--- config.mk ---
export PLATFORM = sky130hd
export DESIGN_NAME = osc_gen
export DESIGN_NICKNAME = d
export VERILOG_FILES = /design/src/rtl/osc_gen_pkg.sv /design/src/rtl/osc_tick_div.sv /design/src/rtl/osc_gen.sv
export SDC_FILE = /design/constraint.sdc
export NUM_CORES = 1
export LEC_CHECK = 0
export ABC_AREA = 1
export CAP_MARGIN = 15
export CORE_ASPECT_RATIO = 0.75
export CORE_MARGIN = 5
export CORE_UTILIZATION = 50
export CTS_CLUSTER_DIAMETER = 50
export DETAILED_ROUTE_END_ITERATION = 10
export HOLD_SLACK_MARGIN = 0.15
export PLACE_DENSITY = 0.7
export SLEW_MARGIN = 20
export SYNTH_ARGS = -nofsm -noshare
export SYNTH_HDL_FRONTEND = slang
export SYNTH_HIERARCHICAL = 1
export SYNTH_SLANG_ARGS = --single-unit
--- constraint.sdc ---
create_clock -name clk -period 3.2 [get_ports clk]
set_clock_uncertainty 0.15 [all_clocks]
set_input_delay 0.64 -clock clk [delete_from_list [all_inputs] [get_ports clk]]
set_output_delay 0.64 -clock clk [all_outputs]
set_load 0.05 [all_outputs]
--- src/rtl/osc_gen_pkg.sv ---
// osc_gen_pkg: shared widths, reset defaults and value types for the
// PT2262/PT2272 oscillator (osc_gen) and its bit-tick divider (osc_tick_div).
package osc_gen_pkg;
    localparam int CNT_W_DEF    = 16;   // half-period counter width
    localparam int DIV_W_DEF    = 8;    // bit-tick divisor width
    localparam int DEFAULT_HALF = 125;  // 126 clk per half -> ~11.9 kHz at 3 MHz
    localparam int DEFAULT_DIV  = 32;   // osc periods per bit_tick

    typedef logic [CNT_W_DEF-1:0] osc_cnt_t;
    typedef logic [DIV_W_DEF-1:0] osc_div_t;
endpackage

--- src/rtl/osc_tick_div.sv ---
// osc_tick_div: counts osc rising edges and emits bit_tick on every div-th one.
// Ports:
//   clk, rst  clock, async active-high reset
//   rise_i    the osc rise being registered this clk (next-state strobe)
//   clear_i   restart the period count (divisor change or idle)
//   div_i     periods per tick; 0 disables the tick and parks the count at 0
//   tick_o    registered tick, aligned with the registered osc_rise
module osc_tick_div
    import osc_gen_pkg::*;
#(
    parameter int DIV_W = DIV_W_DEF
) (
    input  logic             clk,
    input  logic             rst,
    input  logic             rise_i,
    input  logic             clear_i,
    input  logic [DIV_W-1:0] div_i,
    output logic             tick_o
);
    localparam logic [DIV_W-1:0] ONE = DIV_W'(1);

    logic [DIV_W-1:0] pcnt_q, pcnt_d;
    logic             tick_q, tick_d;

    // Clear beats a coincident rise: the rise that applies a new divisor
    // is not counted, so counting under the new divisor starts fresh.
    always_comb begin
        pcnt_d = pcnt_q;
        tick_d = 1'b0;
        if (clear_i) begin
            pcnt_d = '0;
        end else if (rise_i && (div_i != '0)) begin
            if (pcnt_q == div_i - ONE) begin
                tick_d = 1'b1;
                pcnt_d = '0;
            end else begin
                pcnt_d = pcnt_q + ONE;
            end
        end
    end

    always_ff @(posedge clk or posedge rst) begin
        if (rst) begin
            pcnt_q <= '0;
            tick_q <= 1'b0;
        end else begin
            pcnt_q <= pcnt_d;
            tick_q <= tick_d;
        end
    end

    assign tick_o = tick_q;
endmodule

--- src/rtl/osc_gen.sv ---
// osc_gen: runtime-programmable square-wave oscillator. Divides clk into osc
// with registered rise/fall strobes and a bit_tick every bit_div osc periods.
// New divisors are captured into shadow registers by load and applied only at
// a half-period boundary (or while idle), so no runt pulses are produced.
// Build option: define OSC_GEN_ASYM_EN to add a separately programmable
// low-phase terminal count (low_period); otherwise both phases use half_period.
// Ports:
//   clk, rst      clock, async active-high reset
//   en            run enable; idle holds osc high
//   load          1-clk strobe capturing half_period/bit_div (/low_period)
//   half_period   terminal count; high phase lasts half_period+1 clks
//   low_period    (OSC_GEN_ASYM_EN only) low-phase terminal count
//   bit_div       osc periods per bit_tick; 0 disables bit_tick
//   osc           registered oscillator output
//   osc_rise      1-clk pulse in the cycle osc becomes 1
//   osc_fall      1-clk pulse in the cycle osc becomes 0
//   bit_tick      1-clk pulse with the osc_rise closing each bit_div-th period
//   pending       shadow holds values not yet applied
module osc_gen
    import osc_gen_pkg::*;
#(
    parameter int CNT_W        = CNT_W_DEF,
    parameter int DIV_W        = DIV_W_DEF,
    parameter int DEFAULT_HALF = osc_gen_pkg::DEFAULT_HALF,
    parameter int DEFAULT_DIV  = osc_gen_pkg::DEFAULT_DIV
) (
    input  logic             clk,
    input  logic             rst,
    input  logic             en,
    input  logic             load,
    input  logic [CNT_W-1:0] half_period,
`ifdef OSC_GEN_ASYM_EN
    input  logic [CNT_W-1:0] low_period,
`endif
    input  logic [DIV_W-1:0] bit_div,
    output logic             osc,
    output logic             osc_rise,
    output logic             osc_fall,
    output logic             bit_tick,
    output logic             pending
);
    localparam logic [CNT_W-1:0] CNT_ONE = CNT_W'(1);
    localparam logic [CNT_W-1:0] HP_RST  = CNT_W'(DEFAULT_HALF);
    localparam logic [DIV_W-1:0] DIV_RST = DIV_W'(DEFAULT_DIV);

    logic [CNT_W-1:0] cnt_q, cnt_d, hp_q, hp_d, hp_sh_q, hp_sh_d;
    logic [DIV_W-1:0] div_q, div_d, div_sh_q, div_sh_d;
    logic             osc_q, osc_d, rise_q, rise_d, fall_q, fall_d, pend_q, pend_d;
    logic [CNT_W-1:0] term;
    logic             wrap, apply, clear;

`ifdef OSC_GEN_ASYM_EN
    logic [CNT_W-1:0] lp_q, lp_d, lp_sh_q, lp_sh_d;
    assign term = osc_q ? hp_q : lp_q;
`else
    assign term = hp_q;
`endif

    assign wrap  = en && (cnt_q == term);
    // New values may take effect at any half-period boundary, or at once
    // while idle since there is no waveform to corrupt.
    assign apply = wrap || !en;
    assign clear = !en || (wrap && (load || pend_q));

    always_comb begin
        cnt_d    = cnt_q;
        osc_d    = osc_q;
        hp_d     = hp_q;
        div_d    = div_q;
        hp_sh_d  = hp_sh_q;
        div_sh_d = div_sh_q;
        pend_d   = pend_q;
`ifdef OSC_GEN_ASYM_EN
        lp_d     = lp_q;
        lp_sh_d  = lp_sh_q;
`endif
        if (apply) begin
            // A load landing on an apply point bypasses the shadow.
            if (load) begin
                hp_d  = half_period;
                div_d = bit_div;
`ifdef OSC_GEN_ASYM_EN
                lp_d  = low_period;
`endif
            end else if (pend_q) begin
                hp_d  = hp_sh_q;
                div_d = div_sh_q;
`ifdef OSC_GEN_ASYM_EN
                lp_d  = lp_sh_q;
`endif
            end
            pend_d = 1'b0;
        end else if (load) begin
            hp_sh_d  = half_period;
            div_sh_d = bit_div;
`ifdef OSC_GEN_ASYM_EN
            lp_sh_d  = low_period;
`endif
            pend_d   = 1'b1;
        end

        if (!en) begin
            cnt_d = '0;
            osc_d = 1'b1;
        end else if (wrap) begin
            cnt_d = '0;
            osc_d = ~osc_q;
        end else begin
            cnt_d = cnt_q + CNT_ONE;
        end
        rise_d = wrap && !osc_q;
        fall_d = wrap && osc_q;
    end

    always_ff @(posedge clk or posedge rst) begin
        if (rst) begin
            cnt_q    <= '0;
            osc_q    <= 1'b1;
            rise_q   <= 1'b0;
            fall_q   <= 1'b0;
            pend_q   <= 1'b0;
            hp_q     <= HP_RST;
            hp_sh_q  <= HP_RST;
            div_q    <= DIV_RST;
            div_sh_q <= DIV_RST;
        end else begin
            cnt_q    <= cnt_d;
            osc_q    <= osc_d;
            rise_q   <= rise_d;
            fall_q   <= fall_d;
            pend_q   <= pend_d;
            hp_q     <= hp_d;
            hp_sh_q  <= hp_sh_d;
            div_q    <= div_d;
            div_sh_q <= div_sh_d;
        end
    end

`ifdef OSC_GEN_ASYM_EN
    always_ff @(posedge clk or posedge rst) begin
        if (rst) begin
            lp_q    <= HP_RST;
            lp_sh_q <= HP_RST;
        end else begin
            lp_q    <= lp_d;
            lp_sh_q <= lp_sh_d;
        end
    end
`endif

    osc_tick_div #(.DIV_W(DIV_W)) u_tick (
        .clk     (clk),
        .rst     (rst),
        .rise_i  (rise_d),
        .clear_i (clear),
        .div_i   (div_q),
        .tick_o  (bit_tick)
    );

    assign osc      = osc_q;
    assign osc_rise = rise_q;
    assign osc_fall = fall_q;
    assign pending  = pend_q;
endmodule

==> summary.txt, run 1 <==
Final layout
  • ANT cells: 0
  • Util after Layout: 0.592
  • Nets@finish: 630
  • Proportion of layout cells with a drive suffix above 1: 0.146
  • Area Overhead vs Synth: 15.4%

Worst setup path
  • Slowest Stage Delay on Critical Path: 0.80 ns
  • Critical path fanouts, max: 4
  • CP top delay family: buffers and inverters
  • CP arrival: 1.69 ns
  • FF-to-FF Start: hp_q[2]$_DFFE_PP1P_
  • Worst Setup Path Type: reg -> out
  • Critical Path, Cell by Cell: clkdlybuf4s50_1
  • Required time of the worst setup path: 2.41 ns
  • CP endpoint kind: output port
  • CP Launch Type: flip-flop
  • Buffers plus inverters on the worst setup path: 1
  • Highest-delay cell along the critical path: clkdlybuf4s50_1
  • Worst Setup SP: osc$_DFFE_PP1P_

Power and ir drop
  • Leakage power: 2.53 nW
  • Maximum vdd drop: 0.000270 V
  • Pwr/cell area: 521 nW/um^2

Detailed routing
  • Wire length per cell: 13.7 um
  • Antenna Nets Post-Route: 0
  • Drt first pass iters: 6
  • Vias per inst: 5.14
  • Starting DRT DRC Count: 170
  • Routed WL: 9730 um
  • DRC: 0
  • Vias: 3657

Synthesis
  • Register bit count reported by yosys: 77
  • Count leader, synth: nand2_1
  • Number of synthesized flops with an enable pin: 0
  • Ys flop type: dfrtp_1
  • Share of the synthesized area in the top cell type: 0.356
  • Sequential-to-total area share from yosys stat: 0.446
  • Post-Syn Nets: 603
  • Async SR Flop Fraction: 1.00
  • Ranking of synthesized cells by area: dfrtp_1, nand2_1, dfstp_2, mux2_2, nand3_1
  • Syn_area_per_cell: 7.63 um^2
  • Mapped Area: 4360 um^2
  • Cell taking the most area after synthesis: dfrtp_1
  • Post-Syn Instances: 571
  • Ys Warns: 6
  • Synth unique cells: 31
  • Top cells by count, synth: nand2_1, dfrtp_1, inv_1

Timing
  • Hold Fails Final Rpt: 0
  • Setup TNS: 0 ns
  • F_max: 403 MHz
  • Period utilisation layout: 0.775
  • RSZ-0062 raised after global routing: false
  • Final Setup Violations: 0
  • Worst Max-Slew Pin Slew: 0.560 ns
  • Fin. max-slew vios: 0
  • Relative slew slack: 0.626
  • Crit path time final: 2.48 ns
  • Worst hold slack: 0.315 ns

CTS
  • Clock Path Buffers: 2
  • CTS Sinks: 77
  • Clk_lat worst skew: 0.34 ns
  • H-tree levels: 3
  • Post-CTS Hold Buffers: 0
  • CTS Buf Count: 9
  • Clk pin slew, worst setup/hold paths: 0.07 ns
  • CTS tree: yes
  • Clock root cell: clkbuf_16
  • Postcts setup bufs: 0
  • Resize count post-CTS: 0

Placement
  • IO buf count: 32
  • Final GP Congestion: 0.849
  • Post-DP HPWL: 6800 um

Outcome
  • Outcome: finished, final reports clean

Floorplanning
  • FP Rows: 29
  • Die Area: 10700 um^2
  • Core area: 8490 um^2
  • I/O pin cnt: 33
  • Initial core utilization: 0.513
  • Die H: 90.9 um
  • Die width: 118 um

Global route
  • Antenna violations before repair: 0
  • First-pass GRT wire length: 16900 um
  • Number of global-route vias before repair: 3489
  • GRT Total Usage: 0.193
  • Pin count of the biggest net entering global routing: 57
  • Total gr overflow: 0

Hold path
  • Hold Crit Class: reg -> reg
  • Min-delay src: hp_sh_q[2]$_DFFE_PP1P_

Run
  • Max_cap viols: 0
==> cell families after synthesis <==
logic type / after synthesis / share of synthesized area
and+or+nand+nor: 351 / 0.348
buffers and inverters: 86 / 0.0838
DFF: 77 / 0.446
muxes: 24 / 0.0620
AOI/OAI and AO/OA: 18 / 0.0264
xor gates and xnor gates: 11 / 0.0221
adders and majority gates: 4 / 0.0115
==> flip-flops by register name (all words and copies together) (netlist names), 8 cells and up <==
signal / cells
div_q: 8
u_tick/pcnt_q: 8
div_sh_q: 8
cnt_q: 16
hp_sh_q: 16
hp_q: 16
==> routing by layer <==
metal	routed length, um	track usage	vias to the layer above
met5	0	0	-
met1	5100	0.287	1708
met2	4050	0.276	88
met4	35	0.0420	0
li1	-	-	1857
met3	536	0.0564	4
==> where the power goes <==
part	total, W	switching, W	internal [W]
registers	0.00117	0.0000830	0.00109
clock network	0.000988	0.000430	0.000559
logic	0.000459	0.000270	0.000189
total	0.00262	0.000783	0.00184
==> area by class of cell <==
class / instances / area (um^2)
Fill cell: 779 / 3460
Multi-Input combinational cell: 408 / 2050
Sequential cell: 77 / 1950
Timing Repair Buffer: 37 / 365
Inverter: 65 / 244
Clock buffer: 10 / 239
Tap cell: 108 / 135
Clock inverter: 6 / 51.3
==> cells in the final DEF, fill, tap and decap left out, types with 9 or more instances in the layout <==
cell type	netlist	final
nand2_1	202	202
dfrtp_1	62	62
inv_1	59	58
nor2_1	56	56
nand3_1	45	45
clkdlybuf4s50_1	0	31
nand4_1	26	26
mux2_2	24	24
dfstp_2	15	15
o21ai_0	9	9
xor2_1	9	9
clkbuf_16	0	9
==> worst paths after layout <==
kind | end | slack, ns | depth (start not counted)
max in group asynchronous | hp_q[0]$_DFFE_PP1P_ | 1.77 | 3
min reg2reg | hp_sh_q[2]$_DFFE_PP1P_ | 0.31 | 2
max | osc | 0.72 | 1
min | hp_sh_q[2]$_DFFE_PP1P_ | 0.31 | 2
max reg2reg | u_tick/pcnt_q[2]$_DFFE_PP0P_ | 0.85 | 13
min in group asynchronous | div_sh_q[7]$_DFFE_PP0P_ | 0.48 | 2
==> stage by stage <==
stage	worst slack, ns	total power [W]	area (um^2)	instances
after floorplan	0.723	0.00151	4360	571
after global placement	0.794	0.00163	4740	695
after detailed placement	0.708	0.00165	4740	695
after CTS	0.702	0.00264	5030	711
after global routing	0.513	0.00276	5030	711
final	0.720	0.00262	5030	711
==> worst reg2reg max path, stage by stage (launching register included) <==
cell	delay [ns]
dfstp_2	0.54
inv_1	0.04
nand2_1	0.04
nand2_1	0.04
nor2_1	0.10
nand2_1	0.07
nor2_2	0.17
nand2_2	0.11
o21ai_0	0.30
inv_1	0.19
nand2_4	0.19
nand2_1	0.08
xor2_1	0.14
a21oi_1	0.11
Power figures use the tool's default switching activity.
==> run 2, diff against run 1 <==
Clock period 3.2 ns to 2.4 ns, I/O delays scaled along.
==> run 2 against run 1 <==
  * Combinational power increased by 36%
  * Total power increased by 37%
  * Critical path type unchanged
  * Largest cell class unchanged
  * Worst hold slack got worse by 0.0070 ns
==> summary.txt, run 2 (synthesis gave the netlist of run 1 again) <==
Outcome
  • Outcome: finished, final reports clean (unchanged)

Detailed routing
  • Vias per inst: 5.11 (was 5.14)
  • Vias: 3664 (was 3657)
  • Antenna Nets Post-Route: 0 (unchanged)
  • Wire length per cell: 13.5 um (was 13.7 um)
  • DRC: 0 (unchanged)
  • Drt first pass iters: 5 (was 6)
  • Starting DRT DRC Count: 145 (was 170)
  • Routed WL: 9710 um (was 9730 um)

Placement
  • Post-DP Area: 4820 um^2 (was 4740 um^2)
  • IO buf count: 32 (unchanged)
  • Final GP Congestion: 0.881 (was 0.849)
  • Post-DP HPWL: 7000 um (was 6800 um)

Worst setup path
  • CP endpoint kind: output port (unchanged)
  • Slowest Stage Delay on Critical Path: 0.81 ns (was 0.80 ns)
  • Critical Path, Cell by Cell: clkdlybuf4s50_1 (unchanged)
  • Highest-delay cell along the critical path: clkdlybuf4s50_1 (unchanged)
  • CP arrival: 1.71 ns (was 1.69 ns)
  • Worst Setup Path Type: reg -> out (unchanged)
  • CP top delay family: buffers and inverters (unchanged)
  • Critical path fanouts, max: 4 (unchanged)
  • Required time of the worst setup path: 1.77 ns (was 2.41 ns)
  • CP Launch Type: flip-flop (unchanged)
  • Buffers plus inverters on the worst setup path: 1 (unchanged)

Timing
  • Worst Max-Slew Pin Slew: 0.544 ns (was 0.560 ns)
  • Relative slew slack: 0.637 (was 0.626)
  • F_max: 427 MHz
  • Setup TNS: 0 ns (unchanged)
  • Period utilisation layout: 0.976
  • Hold Fails Final Rpt: 0 (unchanged)
  • Final Setup Violations: 0 (unchanged)
  • Fin. max-slew vios: 0 (unchanged)
  • RSZ-0062 raised after global routing: false (unchanged)
  • Crit path time final: 2.34 ns

CTS
  • Clock Path Buffers: 2 (unchanged)
  • Clk pin slew, worst setup/hold paths: 0.06 ns (was 0.07 ns)
  • Clock root cell: clkbuf_16 (unchanged)
  • CTS Sinks: 77 (unchanged)
  • CTS Buf Count: 9 (unchanged)
  • Clk_lat worst skew: 0.34 ns (about the same)
  • CTS tree: yes (unchanged)
  • H-tree levels: 3 (unchanged)

Final layout
  • Nets@finish: 636 (was 630)
  • Cell area after layout: 5130 um^2 (was 5030 um^2)
  • Filler cells: 776 (was 779)
  • Most common cell after layout, fill and taps aside: nand2_1 (unchanged)
  • ANT cells: 0 (unchanged)
  • Most frequent cells in the layout: nand2_1, dfrtp_1, inv_1 (unchanged)
  • Largest regs: cnt_q: 16 flops, hp_q: 16 flops, hp_sh_q: 16 flops (unchanged)
  • Area Overhead vs Synth: 17.8% (was 15.4%)
  • Proportion of layout cells with a drive suffix above 1: 0.156 (was 0.146)
  • Util after Layout: 0.605 (was 0.592)

Global route
  • GRT Total Usage: 0.192 (was 0.193)
  • Antenna violations before repair: 0 (unchanged)
  • First-pass GRT wire length: 16900 um (unchanged)
  • Total gr overflow: 0 (unchanged)
  • Number of global-route vias before repair: 3559 (was 3489)
  • Pin count of the biggest net entering global routing: 50 (was 57)

Floorplanning
  • Die Area: 10700 um^2 (unchanged)
  • Core area: 8490 um^2 (unchanged)
  • Die width: 118 um (unchanged)
  • FP Rows: 29 (unchanged)
  • Die H: 90.9 um (unchanged)
  • Initial core utilization: 0.513 (unchanged)
  • I/O pin cnt: 33 (unchanged)

Power and ir drop
  • Leakage power: 2.58 nW (was 2.53 nW)
  • Pwr/cell area: 698 nW/um^2 (was 521 nW/um^2)
  • Maximum vdd drop: 0.000449 V (was 0.000270 V)

Run
  • Max_cap viols: 0 (unchanged)

Hold path
  • Hold Crit Class: reg -> reg (unchanged)
==> run 2: changes by cell type in the layout (fill, tap and decap cells not counted) <==
cell,delta
bufinv_16,+1
inv_6,-4
buf_4,+3
o21ai_1,+1
clkbuf_8,+1
buf_12,+3
clkinvlp_4,+1
clkinv_2,+1
nor2_2,+1
o21ai_0,-1
nor2_1,-1
==> run 2: final cells by class <==
| cell class | count | area [um^2] | area share |
|---|---|---|---|
| Sequential cell | 77 | 1950 | 0.379 |
| Timing Repair Buffer | 43 | 448 | 0.0872 |
| Clock inverter | 5 | 58.8 | 0.0115 |
| Inverter | 65 | 244 | 0.0475 |
| Clock buffer | 11 | 253 | 0.0492 |
| Multi-Input combinational cell | 408 | 2050 | 0.399 |
| Tap cell | 108 | 135 | 0.0263 |
==> run 2: worst register-to-register path, stage by stage, from the launching register on <==
cell	delay [ns]
dfstp_2	0.55
inv_1	0.04
nand2_1	0.05
nand2_1	0.05
nor2_1	0.08
nand2_1	0.07
nor2_2	0.14
nand3_1	0.14
nor2_2	0.18
o21ai_4	0.11
nand2_4	0.15
nand2_1	0.08
xor2_1	0.14
a21oi_1	0.13
==> run 2: worst paths after layout <==
check | from | end | slack (ns) | cells after the start
max | osc$_DFFE_PP1P_ | osc | 0.06 | 1
min in group asynchronous | rst | u_tick/tick_o$_DFF_PP0_ | 0.34 | 2
max reg2reg | hp_q[5]$_DFFE_PP1P_ | u_tick/pcnt_q[6]$_DFFE_PP0P_ | 0.27 | 13
max in group asynchronous | rst | osc$_DFFE_PP1P_ | 1.11 | 3
min reg2reg | hp_sh_q[2]$_DFFE_PP1P_ | hp_sh_q[2]$_DFFE_PP1P_ | 0.31 | 2
min | hp_sh_q[2]$_DFFE_PP1P_ | hp_sh_q[2]$_DFFE_PP1P_ | 0.31 | 2
==> run 2: timing repair <==
action                     in CTS  in global routing
resized for setup               0                  2
setup buffers                   0                  0
hold buffers                    0                  0
setup endpoints to repair       0                  2
==> run 2: where the power goes <==
part           leakage, nW  switching (W)  internal, W
Combinational         1.47       0.000362     0.000264
Clock                0.148       0.000533     0.000861
Sequential           0.969       0.000110      0.00145
==> run 2: metrics by stage <==
stage / setup WS, ns / cells / total power (W) / hold WS (ns)
6_report: 0.0580 / 717 / 0.00358 / 0.308
5_1_grt: 0.0235 / 717 / 0.00377 / 0.329
2_1_floorplan: 0.0833 / 571 / 0.00202 / 0.158
4_1_cts: 0.0583 / 717 / 0.00360 / 0.310
3_3_place_gp: 0.285 / 701 / 0.00218 / 0.297
3_5_place_dp: 0.188 / 701 / 0.00220 / 0.301
==> run 2: routing by layer <==
layer	vias to the layer above	wire length [um]	GRT usage	share of wire
li1	1865	-	-	-
met1	1718	5090	0.292	0.52
met2	67	4030	0.268	0.41
met3	14	459	0.0482	0.047
met4	0	132	0.0564	0.014
met5	-	0	0	0
==> run 3, diff against run 2 <==
--- a/constraint.sdc
+++ b/constraint.sdc
@@ -4,2 +4,2 @@
 set_output_delay 0.48 -clock clk [all_outputs]
-set_load 0.05 [all_outputs]
+set_load 0.005 [all_outputs]
==> results of run 3 <==
The final DEF is identical to that of run 2. Status: finished, final reports clean.
Among the figures that moved: setup slack after layout 0.0580 ns -> 0.268 ns; start point of the critical path osc$_DFFE_PP1P_ -> hp_q[5]$_DFFE_PP1P_; end point of the critical path osc -> u_tick/pcnt_q[6]$_DFFE_PP0P_
